### src/rtl/poly_ram_port_arbiter.sv
// Two-requester arbiter for one port of a byte-enabled poly RAM, with tagged two-stage read return.
// Optional perf counters (grant_cnt0/1, stall_cnt) are built when POLY_ARB_PERF_CNT_EN is defined.
`ifndef BIT_WIDTH
`define BIT_WIDTH 16
`endif
`ifndef LINE_SIZE
`define LINE_SIZE 4
`endif
`ifndef ADDR_WIDTH
`define ADDR_WIDTH 8
`endif

module poly_ram_port_arbiter #(
    parameter int LOCK_MAX = 16
`ifdef POLY_ARB_PERF_CNT_EN
    ,
    parameter int CNT_W    = 32
`endif
) (
    input  logic                             clk,
    input  logic                             rstn,
    input  logic                             r0_valid,
    output logic                             r0_ready,
    input  logic [`LINE_SIZE-1:0]            r0_we,
    input  logic [`ADDR_WIDTH-1:0]           r0_addr,
    input  logic [`BIT_WIDTH*`LINE_SIZE-1:0] r0_din,
    input  logic                             r0_lock,
    output logic                             r0_rvalid,
    output logic [`BIT_WIDTH*`LINE_SIZE-1:0] r0_rdata,
    input  logic                             r1_valid,
    output logic                             r1_ready,
    input  logic [`LINE_SIZE-1:0]            r1_we,
    input  logic [`ADDR_WIDTH-1:0]           r1_addr,
    input  logic [`BIT_WIDTH*`LINE_SIZE-1:0] r1_din,
    input  logic                             r1_lock,
    output logic                             r1_rvalid,
    output logic [`BIT_WIDTH*`LINE_SIZE-1:0] r1_rdata,
    output logic [`LINE_SIZE-1:0]            ram_we,
    output logic [`ADDR_WIDTH-1:0]           ram_addr,
    output logic [`BIT_WIDTH*`LINE_SIZE-1:0] ram_din,
    output logic                             ram_en,
    input  logic [`BIT_WIDTH*`LINE_SIZE-1:0] ram_dout
`ifdef POLY_ARB_PERF_CNT_EN
    ,
    output logic [CNT_W-1:0]                 grant_cnt0,
    output logic [CNT_W-1:0]                 grant_cnt1,
    output logic [CNT_W-1:0]                 stall_cnt
`endif
);

    localparam int LCW = $clog2(LOCK_MAX + 1);

    typedef enum logic {LAST_R0, LAST_R1} last_e;

    last_e          last_q, last_d;
    logic           owned_q;
    logic [LCW-1:0] lock_cnt_q, lock_cnt_d;
    logic           gnt0, gnt1, both, regrant;
    logic           acc0, acc1, rd_acc;
    logic           s1_vld, s1_id, s2_vld, s2_id;

    // owned_q keeps the reset-time pointer from being treated as a lock holder
    always_comb begin
        gnt0       = 1'b0;
        gnt1       = 1'b0;
        regrant    = 1'b0;
        last_d     = last_q;
        lock_cnt_d = '0;
        both       = r0_valid & r1_valid;
        if (both) begin
            if (owned_q && (lock_cnt_q < LCW'(LOCK_MAX)) &&
                ((last_q == LAST_R0) ? r0_lock : r1_lock))
                regrant = 1'b1;
            if (regrant ? (last_q == LAST_R0) : (last_q == LAST_R1))
                gnt0 = 1'b1;
            else
                gnt1 = 1'b1;
        end else begin
            gnt0 = r0_valid;
            gnt1 = r1_valid;
        end
        if (regrant)
            lock_cnt_d = lock_cnt_q + LCW'(1);
        if (gnt0)
            last_d = LAST_R0;
        else if (gnt1)
            last_d = LAST_R1;
    end

    assign r0_ready = gnt0 & rstn;
    assign r1_ready = gnt1 & rstn;
    assign acc0     = r0_valid & r0_ready;
    assign acc1     = r1_valid & r1_ready;
    assign rd_acc   = acc0 ? ~|r0_we : (acc1 & ~|r1_we);

    always_ff @(posedge clk or negedge rstn) begin
        if (!rstn) begin
            last_q     <= LAST_R1;
            owned_q    <= 1'b0;
            lock_cnt_q <= '0;
        end else begin
            last_q     <= last_d;
            lock_cnt_q <= lock_cnt_d;
            if (acc0 | acc1)
                owned_q <= 1'b1;
        end
    end

    always_comb begin
        ram_we   = '0;
        ram_addr = '0;
        ram_din  = '0;
        if (acc0) begin
            ram_we   = r0_we;
            ram_addr = r0_addr;
            ram_din  = r0_din;
        end else if (acc1) begin
            ram_we   = r1_we;
            ram_addr = r1_addr;
            ram_din  = r1_din;
        end
    end

    // Stage 1 enables the RAM output register, stage 2 presents its data
    always_ff @(posedge clk or negedge rstn) begin
        if (!rstn) begin
            s1_vld <= 1'b0;
            s1_id  <= 1'b0;
            s2_vld <= 1'b0;
            s2_id  <= 1'b0;
        end else begin
            s1_vld <= rd_acc;
            s1_id  <= acc1;
            s2_vld <= s1_vld;
            s2_id  <= s1_id;
        end
    end

    assign ram_en    = s1_vld;
    assign r0_rvalid = s2_vld & ~s2_id;
    assign r1_rvalid = s2_vld & s2_id;
    assign r0_rdata  = ram_dout;
    assign r1_rdata  = ram_dout;

`ifdef POLY_ARB_PERF_CNT_EN
    always_ff @(posedge clk or negedge rstn) begin
        if (!rstn) begin
            grant_cnt0 <= '0;
            grant_cnt1 <= '0;
            stall_cnt  <= '0;
        end else begin
            if (acc0 && (grant_cnt0 != '1))
                grant_cnt0 <= grant_cnt0 + CNT_W'(1);
            if (acc1 && (grant_cnt1 != '1))
                grant_cnt1 <= grant_cnt1 + CNT_W'(1);
            if (both && (stall_cnt != '1))
                stall_cnt <= stall_cnt + CNT_W'(1);
        end
    end
`endif

endmodule
### config.mk
export PLATFORM = sky130hd
export DESIGN_NAME = poly_ram_port_arbiter
export DESIGN_NICKNAME = d
export VERILOG_FILES = /design/src/rtl/poly_ram_port_arbiter.sv
export SDC_FILE = /design/constraint.sdc
export NUM_CORES = 1
export LEC_CHECK = 0
export BUFFER_PORTS_ARGS = -buffer_cell sky130_fd_sc_hd__buf_2
export CORE_AREA = 5 5 166 168
export DETAILED_ROUTE_END_ITERATION = 10
export DIE_AREA = 0 0 171 173
export PLACE_DENSITY = 0.44
export SETUP_SLACK_MARGIN = 0.3
export SYNTH_ARGS = -nofsm -noshare
export SYNTH_HDL_FRONTEND = slang
export SYNTH_SLANG_ARGS = --single-unit
### constraint.sdc
create_clock -name clk -period 3.54 [get_ports clk]
set_input_delay 0.177 -clock clk [delete_from_list [all_inputs] [get_ports clk]]
set_output_delay 0.177 -clock clk [all_outputs]
set_load 0.05 [all_outputs]
* Yosys cells after proc, flatten, opt, wreduce, memory -nomap -nowiden *
Index checks and enable logic that the tools add are counted.

word-level totals
  flip-flop bits (word level) = 11
  word-level logic and storage cells = 46

operators by class
  $add $sub $neg = 1
  order comparisons = 1
  multiplexer cells = 19
  bitwise logic cells = 11
  reductions and logical operators = 7

operator list
  kind                                               count
  two-way mux 64 bit                                 2
  two-way mux 8 bit                                  2
  two-way mux 1 bit                                  12
  bitwise AND 1 bit                                  8
  two-way mux 4 bit                                  2
  OR reduction 4 bit                                 2
  adder 5 x 1 -> 5 bit, second input constant        1
  less-than comparator 5 bit, second input constant  1
  two-way mux 5 bit                                  1
  logical AND 1 bit                                  2
  logical NOT 1 bit                                  2
  inverter 1 bit                                     2
  nonzero test 2 bit                                 1
  bitwise OR 1 bit                                   1

* Depth between registers and ports, before layout *
Gate-level depths: netlist of run 1.

  depth in word-level cells = 12
  gate-level depth with buffers = 5
  mapped depth without buffers = 4

* Least setup slack after synthesis of run 1 *
Ideal clock, no wire load.

  path kind = reg2out
  start point = reg last_q
  end point = out r1_ready
  data arrival time = 2.076 ns
  data required time = 3.363 ns
  path slack = 1.287 ns
  cell stages (with the launch flop) = 3
  path buffers = 0
  cell sequence = dfstp_2 -> and4bb_1 -> a221oi_1

between the ends
  cells in the longest elaborated chain, start to end = 8

ends and longest elaborated chain
  what                                 RTL line  text
  start: declaration                   55        last_e last_q, last_d;
  start signal: assignment             102       last_q <= last_d;
  two-way mux 1 bit                    72        ((last_q == LAST_R0) ? r0_lock : r1_lock))
  logical AND 1 bit                    71        if (owned_q && (lock_cnt_q < LCW'(LOCK_MAX)) &&
  two-way mux 1 bit                    71
  two-way mux 1 bit                    70        if (both) begin
  two-way mux 1 bit (*) (2 in series)  74        if (regrant ? (last_q == LAST_R0) : (last_q == LAST_R1))
  two-way mux 1 bit (*)                70
  bitwise AND 1 bit (*)                91        assign r1_ready = gnt1 & rstn;
  end: declaration                     31        output logic r1_ready,

Every way passes the cells marked *; elsewhere a longest branch is shown, timed or not. The select of a mux whose other input is x is not followed.

* Worst setup path after layout of run 1 *
  start point = in rstn
  end point = out ram_din[10]

between the ends
  cells in the longest elaborated chain, start to end = 4

ends and longest elaborated chain
  what                    RTL line  text
  start: declaration      21        input logic rstn,
  bitwise AND 1 bit       91
  bitwise AND 1 bit       93        assign acc1 = r1_valid & r1_ready;
  two-way mux 64 bit      117       end else if (acc1) begin
  two-way mux 64 bit (*)  113       if (acc0) begin
  end: declaration        40        output logic [`BIT_WIDTH*`LINE_SIZE-1:0] ram_din,

Every way passes the cells marked *; elsewhere a longest branch is shown, timed or not.

==> impl_metrics.toml, run 1 <==
[run_status]
outcome = "finished clean"

[timing]
maxSlewHeadroom_pct = 62.9
finalSetupViolCount = 0
tightest_slew_ps = 556
finalCritPeriodShare_pct = 74.9
tns_ps = 0
fmax_mhz = 377
finalCriticalPeriod_ps = 2650
final.setup.worst_slack_ps = 887
finalHoldViolations = 0
maxSlewViolCount = 0
skew_ps = 2.33
rsz0062_at_grt = "no"

[logic_synthesis]
yosys_warnings = 0
synth_top_family_by_area = "buffers and inverters"
synth_cells = 268
yosys.area_share.xor_xnor_pct = 1.16
avgSynthCellArea_sq_um = 8.45
synth_edf_count = 0
ys_types = 26
synth-async-reset-ratio_pct = 100
netlist.area_leader.share_pct = 44.4
syn-num-nets = 491
yosys.cell_count.top_type = "buf_4"
synth_adder_area_share_pct = 0.552
yosys.area.top_type = "buf_4"
synth_area_sq_mm = 0.00226
synth_seq_area_share_pct = 12.2
synth_area_leaders = "buf_4 (44%), a22o_1 (30%), dfrtp_1 (11%)"
synth_compound_area_share_pct = 32.5
synthFlopType = "dfrtp_1"
synthSimpleGateAreaFrac_pct = 6.30
yosys-top-cells-count = "buf_4 (134), a22o_1 (77), buf_2 (10), dfrtp_1 (10), nor2_1 (6)"
synthMuxAreaShare_pct = 0.442
ys_ff_latch = 11

[global_route]
grt_start_max_net_pins = 49
overflow = 0
track_usage_pct = 5.99
grt_pass1_wl_mm = 14.0
grt_pass1_vias = 2332
antenna_found_initial = 0

[place]
placedInstanceArea_sq_mm = 0.00286
place_inst = 701
dp_slack_ps = 1220
post-dp-hpwl_mm = 8.90
place_congestion = 0.706
port-buffer-count = 238

[detailed_routing]
totalWireLength_mm = 10.2
dr.pass1.iters = 4
detail-route-antenna-nets = 0
wl_met3_mm = 1.79
route.vias.total = 2336
drt-wirelength-per-cell_um = 14.4
wirelength_met1_mm = 3.25
highest_layer = "met4"
dr_wl_met2_mm = 4.84
viasPerCell = 3.31
dr.first_iter.drc_count = 111
drc_errors = 0

[setup_path]
cp.depth = 7
reg2reg_from = "last_q"
cp-end-kind = "output port"
max_stage_delay_ps = 520
crit_start = "rstn"
cp-start-kind = "input port"
worstSetupEndpoint = "ram_din[10]"
rr_worst_depth = 4
path_delay_family = "buffers and inverters"
rrSetupSlack_ps = 1800
crit_fanout = 48
critPathSlowestCell = "dlygate4sd3_1"
crit_chain = "dlygate4sd3_1 -> buf_2 -> nand2_1 -> a221oi_4 -> buf_4 -> a22o_1 -> buf_2"
critPathKind = "in2out"
crit_top_cell = "buf_2"
rr_endpoint = "ram_en"
path_buf_inv = 4
worstPathRequired_ps = 3360
cp_data_arrival_time_ps = 2480

[clock_network]
root_buffer = "clkbuf_16"
post_cts_buffers = 0
max-clock-path-buffers = 2
cts_made_buffers = 3
clkLatencyLatePin_ps = 240
clk_pin_slew_ps = 40
ctsHoldBuffers = 1
cts_resized = 0
htree_levels = 1
cts_tree = "yes"
cts_sinks = 11

[floorplan]
num_io_pins = 431
dieArea_sq_mm = 0.0296
die_h_um = 173
fp.dieW_um = 171
start_util_pct = 8.79
coreArea_sq_mm = 0.0258
row_count = 59

[finish]
postLayoutCellArea_sq_mm = 0.00295
final_util_pct = 11.4
instances_no_fill = 706
nets = 595
n_fill_cell = 2981
syn_to_final_growth_pct = 30.2
layout-drive-gt1-share_pct = 66.8
num_antenna_cells = 0

[pwr]
p_leak_nw = 1.60
p_per_area_mw_per_mm2 = 304
vdd_ir_drop_max_uv = 108

[worst_hold_path]
hold_path.class = "in2reg"
whs_path_depth = 2

[run]
drv_cap = 0
-- metal layers --
| layer | up-vias | track usage [%] |
|---|---|---|
| met5 | - | 0 |
| met4 | 0 | 2.15 |
| met3 | 39 | 3.15 |
| met2 | 242 | 10.4 |
| met1 | 1009 | 6.08 |
| li1 | 1046 | - |
-- final cells by class --
class                   instances  area [sq um]  share of cell area [%]
inverters                       1          3.75                   0.127
well taps                     335           419                    14.2
multi-input cells             112           940                    31.9
repair buffers                243          1230                    41.7
clock buffers                   4          78.8                    2.67
flip-flops and latches         11           277                    9.38
-- state kept, by name, indices dropped and copies added, names as in the netlist --
| name | flops |
|---|---|
| s2_vld | 1 |
| lock_cnt_q | 5 |
| last_q | 1 |
| ram_en | 1 |
| owned_q | 1 |
| s2_id | 1 |
| s1_id | 1 |
-- placed cells by master (no fill, tap or decap), drive strengths merged, types with 2 or more instances in the layout --
cell	n
nand3	2
dfrtp	10
xor2	2
and2	2
a22o	77
clkbuf	4
nand2	5
nand3b	2
buf	242
nor2	6
nor2b	2
a221oi	3
nor4	2
-- through the flow --
stage / hold slack (ps) / total power [mW]
floorplan: -119 / 0.906
CTS: 237 / 0.909
finish: 244 / 0.897
detailed placement: 81.8 / 0.696
global route: 274 / 0.944
global placement: 87.5 / 0.696
-- report_power, final --
group	switching, mW	internal [mW]	total [mW]	leakage [nW]
clock network	0.0533	0.151	0.204	0.0382
logic	0.386	0.172	0.557	1.42
registers	0.00350	0.132	0.135	0.143
-- kinds of logic (layout without fill, tap and decap cells) --
family | count (synthesis) | in the layout
compound gates | 82 | 82
buf+inv | 145 | 248
flops | 11 | 11
fa+ha+maj | 1 | 1
xor+xnor | 3 | 3
simple gates | 25 | 25
mux | 1 | 1
-- worst min-delay path by stage --
stage,from,end,slack [ps]
after floorplan,rstn,lock_cnt_q[0],-120
after global placement,rstn,lock_cnt_q[3],90
after detailed placement,rstn,lock_cnt_q[3],80
after CTS,r0_valid,last_q,240
after global routing,r0_valid,last_q,270
final,r0_valid,last_q,240
(Power assumes the default switching activity.)
==> run 2, diff against run 1 <==
--- a/config.mk
+++ b/config.mk
@@ -6,10 +6,10 @@
 export NUM_CORES = 1
 export LEC_CHECK = 0
 export BUFFER_PORTS_ARGS = -buffer_cell sky130_fd_sc_hd__buf_2
-export CORE_AREA = 5 5 166 168
+export CORE_AREA = 5 5 162 164
 export DETAILED_ROUTE_END_ITERATION = 10
-export DIE_AREA = 0 0 171 173
-export PLACE_DENSITY = 0.44
+export DIE_AREA = 0 0 167 169
+export PLACE_DENSITY = 0.47
 export SETUP_SLACK_MARGIN = 0.3
 export SYNTH_ARGS = -nofsm -noshare
 export SYNTH_HDL_FRONTEND = slang
==> constraint.sdc (replaced) <==
create_clock -name clk -period 2.1 [get_ports clk]
set_input_delay 0.105 -clock clk [delete_from_list [all_inputs] [get_ports clk]]
set_output_delay 0.105 -clock clk [all_outputs]
set_load 0.05 [all_outputs]
==> run 2 against run 1 <==
Compared with the run above: the run now ends with setup timing left; via count increased by 4.7%; power increased by 140%; worst setup slack got worse by 960 ps; first-iteration DRC count is 50% lower.
==> impl_metrics.toml, run 2 (same netlist as run 1, synthesis figures left out) <==
[detailed_routing]
detail-route-antenna-nets = 0
drt-wirelength-per-cell_um = 18.4
route.vias.total = 2446
drc_errors = 0
viasPerCell = 3.36
totalWireLength_mm = 13.4
dr.pass1.iters = 4
dr.first_iter.drc_count = 56

[finish]
regMostFlops = "lock_cnt_q"
mostFrequentLayoutCell = "buf_2"
postLayoutCellArea_sq_mm = 0.00478
nets = 621
syn_to_final_growth_pct = 111
largest_register_ffs = 5
layout-drive-gt1-share_pct = 88.9
final_cell_mix = "buf_2 (160), buf_8 (62), a22o_4 (57), a22o_2 (19), buf_6 (17)"

[floorplan]
dieArea_sq_mm = 0.0282
fp.dieW_um = 167
row_count = 58
die_h_um = 169
num_io_pins = 431
start_util_pct = 9.15
coreArea_sq_mm = 0.0247

[setup_path]
worstPathRequired_ps = 2000
crit_fanout = 6
rr_worst_depth = 7
rr_endpoint = "ram_en"
path_buf_inv = 4
critPathSlowestCell = "dfstp_2"
cp-start-kind = "register"
reg2reg_from = "last_q"
max_stage_delay_ps = 520
crit_top_cell = "buf_6"
critPathKind = "reg2out"
path_delay_family = "buffers and inverters"
rrSetupSlack_ps = 280
cp_data_arrival_time_ps = 2070
cp-end-kind = "output port"
crit_chain = "and4bb_2 -> a221oi_4 -> buf_6 -> buf_8 -> buf_12 -> a22o_2 -> buf_6"

[timing]
fmax_mhz = 461
finalSetupViolCount = 70
finalCriticalPeriod_ps = 2170
whs_ps = 171
finalHoldViolations = 0
maxSlewViolCount = 0
skew_ps = 4.42
maxSlewHeadroom_pct = 80.9
rsz0062_at_grt = "yes"
final.setup.worst_slack_ps = -70.0
tightest_slew_ps = 286
finalCritPeriodShare_pct = 103

[clock_network]
htree_levels = 1
clkLatencyLatePin_ps = 230
cts_tree = "yes"
cts_sinks = 11
clk_pin_slew_ps = 40
cts_made_buffers = 3
root_buffer = "clkbuf_16"
max-clock-path-buffers = 2

[place]
place_congestion = 0.718
placedInstanceArea_sq_mm = 0.00317
post-dp-hpwl_mm = 8.44
port-buffer-count = 238

[worst_hold_path]
hold_path.class = "in2reg"
whs_path_depth = 3
holdPathEnd = "last_q"
worstHoldStart = "r1_valid"

[pwr]
switching_share_pct = 42.9
p_leak_nw = 2.32
clkPwrFrac_pct = 15.9
cell_internal_pwr_mw = 1.23
combPwrFrac_pct = 73.6
vdd_ir_drop_max_uv = 235
seqPwrFrac_pct = 10.5
switching_power_mw = 0.922
p_per_area_mw_per_mm2 = 449
total_power_mw = 2.15

[global_route]
grt_start_max_net_pins = 25
antenna_found_initial = 1
track_usage_pct = 7.30
overflow = 0
grt_pass1_vias = 2679
grt_pass1_wl_mm = 16.1

[run_status]
violations = "setup timing"
outcome = "complete, but fails checks"

[run]
drv_cap = 0
run 2: cell count changes in the layout (fill, tap and decap cells not counted), moves of 17 or more:
cell | before | now
a22o_1 | 77 | 1
a22o_2 | 0 | 19
a22o_4 | 0 | 57
buf_2 | 238 | 160
buf_6 | 0 | 17
buf_8 | 0 | 62
run 2: what timing repair did:
item / in CTS / in global routing
pin swaps: 2 / 25
hold endpoints to repair: 10 / 0
setup endpoints to repair: 78 / 79
buffers inserted: 10 / 1
resized for setup: 174 / 96
cloned: 5 / 9
hold buffers: 1 / 0
run 2: metal layers:
metal	part of all wire (%)	global-route usage [%]	vias to the layer above
li1	-	-	1108
met1	39	8.53	1115
met2	50	12.6	208
met3	10	3.18	15
met4	0.81	1.28	0
met5	0	0	-
run 2: how the worst max path moves through the flow:
stage	slack, ps	from	cells after the start	endpoint
finish	-70	last_q	7	ram_din[35]
global route	-170	last_q	7	ram_din[35]
CTS	-70	last_q	7	ram_din[25]
detailed placement	-20	last_q	5	ram_din[12]
global placement	8	last_q	5	ram_din[12]
floorplan	220	last_q	5	ram_din[45]
run 2: power by group through the flow:
stage	sequential (mW)	combinational (mW)	clock (mW)
5_1_grt	0.226	1.65	0.369
3_5_place_dp	0.231	1.05	0
3_3_place_gp	0.230	1.05	0
4_1_cts	0.225	1.35	0.348
6_report	0.225	1.58	0.342
2_1_floorplan	0.231	1.35	0
run 2: through the flow:
step | setup slack [ps] | cells | utilization (%) | setup TNS (ps)
6_report | -70.0 | 728 | 19.3 | -2170
5_1_grt | -173 | 727 | 19.3 | -9510
4_1_cts | -71.5 | 717 | 16.4 | -2830
3_5_place_dp | -17.7 | 697 | 12.8 | -17.7
3_3_place_gp | 7.60 | 697 | 12.8 | 0
2_1_floorplan | 217 | 268 | - | 0
run 2: worst register-to-register path, cell delays in order (launching register included):
cell and delay, ps:
dfstp_2 520, and4bb_2 250, a221oi_4 300, buf_6 190
buf_12 120, clkbuf_16 160, buf_6 100, a22o_1 110
run 2: layout make-up:
cell class | count | area [sq um]
timing repair buffer | 269 | 2540
clock buffer | 4 | 78.8
fill | 2686 | 20000
tap | 330 | 413
multi-input combinational | 112 | 1470
sequential | 11 | 277
antenna | 1 | 2.50
inverter | 1 | 3.75
==> run 3, diff against run 2 <==
--- a/config.mk
+++ b/config.mk
@@ -7,6 +7,7 @@
 export LEC_CHECK = 0
 export BUFFER_PORTS_ARGS = -buffer_cell sky130_fd_sc_hd__buf_2
 export CORE_AREA = 5 5 162 164
+export CTS_BUF_LIST = sky130_fd_sc_hd__clkbuf_4 sky130_fd_sc_hd__clkbuf_8
 export DETAILED_ROUTE_END_ITERATION = 10
 export DIE_AREA = 0 0 167 169
 export PLACE_DENSITY = 0.47
==> run 3 against run 2 <==
Compared with the run above: the run still ends with setup timing left; maximum frequency shrank 0.25%; global-route usage grew 0.31 points; critical path depth is the same; first-iteration DRC count grew 14%; via count grew 1.3%; worst setup slack lost 5.4 ps; flip-flop and latch count is the same; die area is the same; clock-buffer cell count is the same; combinational power is essentially flat.
==> impl_metrics.toml, run 3 (same netlist as run 1, synthesis figures left out) <==
[clock_network]
cts_made_buffers = 3
clk_pin_slew_ps = 50
max-clock-path-buffers = 2
cts_tree = "yes"
htree_levels = 1
clkLatencyLatePin_ps = 240
cts_sinks = 11
root_buffer = "clkbuf_8"

[finish]
mostFrequentLayoutCell = "buf_2"
final_util_pct = 19.0
n_fill_cell = 2685
postLayoutCellArea_sq_mm = 0.00471
syn_to_final_growth_pct = 108
nets = 621
final_cell_mix = "buf_2 (160), a22o_4 (56), buf_8 (52), buf_6 (27), a22o_2 (20)"
largest_register_ffs = 5
layout-drive-gt1-share_pct = 89.2
regMostFlops = "lock_cnt_q"
ff_latch_area_sq_um = 277
multi_input_area_sq_mm = 0.00146

[timing]
finalCriticalPeriod_ps = 2180
finalCritPeriodShare_pct = 104
fmax_mhz = 460
tightest_slew_ps = 283
final.setup.worst_slack_ps = -75.4
maxSlewHeadroom_pct = 81.1
finalHoldViolations = 0
maxSlewViolCount = 0
skew_ps = 0.923
tns_ps = -1760
rsz0062_at_grt = "yes"
finalSetupViolCount = 58

[worst_hold_path]
hold_path.class = "in2reg"

[setup_path]
max_stage_delay_ps = 520
crit_fanout = 6
worstPathRequired_ps = 2000
cp-end-kind = "output port"
crit_chain = "and4bb_2 -> a221oi_4 -> buf_6 -> buf_8 -> buf_12 -> a22o_2 -> buf_8"
cp_data_arrival_time_ps = 2070
critPathKind = "reg2out"
critPathSlowestCell = "dfstp_2"
crit_top_cell = "buf_8"
cp-start-kind = "register"

[detailed_routing]
viasPerCell = 3.40
drc_errors = 0
dr.pass1.iters = 4
detail-route-antenna-nets = 0
totalWireLength_mm = 13.5
dr.first_iter.drc_count = 64
drt-wirelength-per-cell_um = 18.5
route.vias.total = 2477

[place]
place_congestion = 0.718
placedInstanceArea_sq_mm = 0.00317
post-dp-hpwl_mm = 8.44
port-buffer-count = 238
dp_slack_ps = -17.7

[run_status]
outcome = "complete, but fails checks"
violations = "setup timing"

[floorplan]
dieArea_sq_mm = 0.0282
coreArea_sq_mm = 0.0247
start_util_pct = 9.15
num_io_pins = 431
fp.dieW_um = 167
die_h_um = 169
row_count = 58

[global_route]
track_usage_pct = 7.62
overflow = 0
grt_start_max_net_pins = 25
grt_pass1_wl_mm = 16.7
antenna_found_initial = 2
grt_pass1_vias = 2772

[pwr]
total_power_mw = 2.01
p_per_area_mw_per_mm2 = 428
p_leak_nw = 2.30
vdd_ir_drop_max_uv = 233

[run]
drv_cap = 0
-- run 3: cell types whose count changed in the layout (fill, tap and decap cells not counted), sizes merged --
cell	change
clkbuf	-1
buf	+1
-- run 3: repair_timing --
item,4_1_cts,5_1_grt
cloned,6,8
gates resized for setup,189,70
hold buffers,1,0
endpoints found under the hold margin,10,0
setup endpoints to repair,78,79
setup buffers,10,1
pin swaps,6,23
-- run 3: metrics by stage --
step	std cells	hold slack [ps]
finish	728	167
CTS	718	164
floorplan	268	-191
detailed placement	697	129
global placement	697	131
global route	727	180
-- run 3: worst paths after layout --
| kind | from | endpoint | slack, ps | cells past startpoint |
|---|---|---|---|---|
| max | last_q | ram_din[25] | -80 | 7 |
| min | r1_valid | last_q | 170 | 3 |
| max reg2reg | last_q | ram_en | 280 | 7 |
| min reg2reg | s1_id | s2_id | 350 | 0 |
| max in group asynchronous | rstn | last_q | 1480 | 3 |
| min in group asynchronous | rstn | ram_en | 390 | 3 |
-- run 3: area by class of cell --
class	count	area share, %
Timing Repair Buffer	269	53.1
Multi-Input combinational cell	112	31.1
Tap cell	330	8.77
Sequential cell	11	5.87
Clock buffer	4	1.04
Inverter	1	0.0797
Antenna cell	1	0.0531
-- run 3: worst max-delay path, delay by kind of cell (launching register included) --
kind	cells	cell delay, ps
compound gates	2	450
buf+inv	4	590
flops	1	520
simple gates	1	250
-- run 3: report_power, final --
part | leakage, nW | switching, mW | internal [mW]
sequential | 0.143 | 0.00348 | 0.222
combinational | 2.13 | 0.829 | 0.738
clock | 0.0262 | 0.0767 | 0.146
-- run 3: layer usage --
layer  share of wire, %  GRT usage, %  vias up
met4                1.4          1.81        2
met2                 49          13.3      212
met3                9.5          3.11       20
met1                 40          8.70     1129
li1                   -             -     1114
met5              0.097             0        -
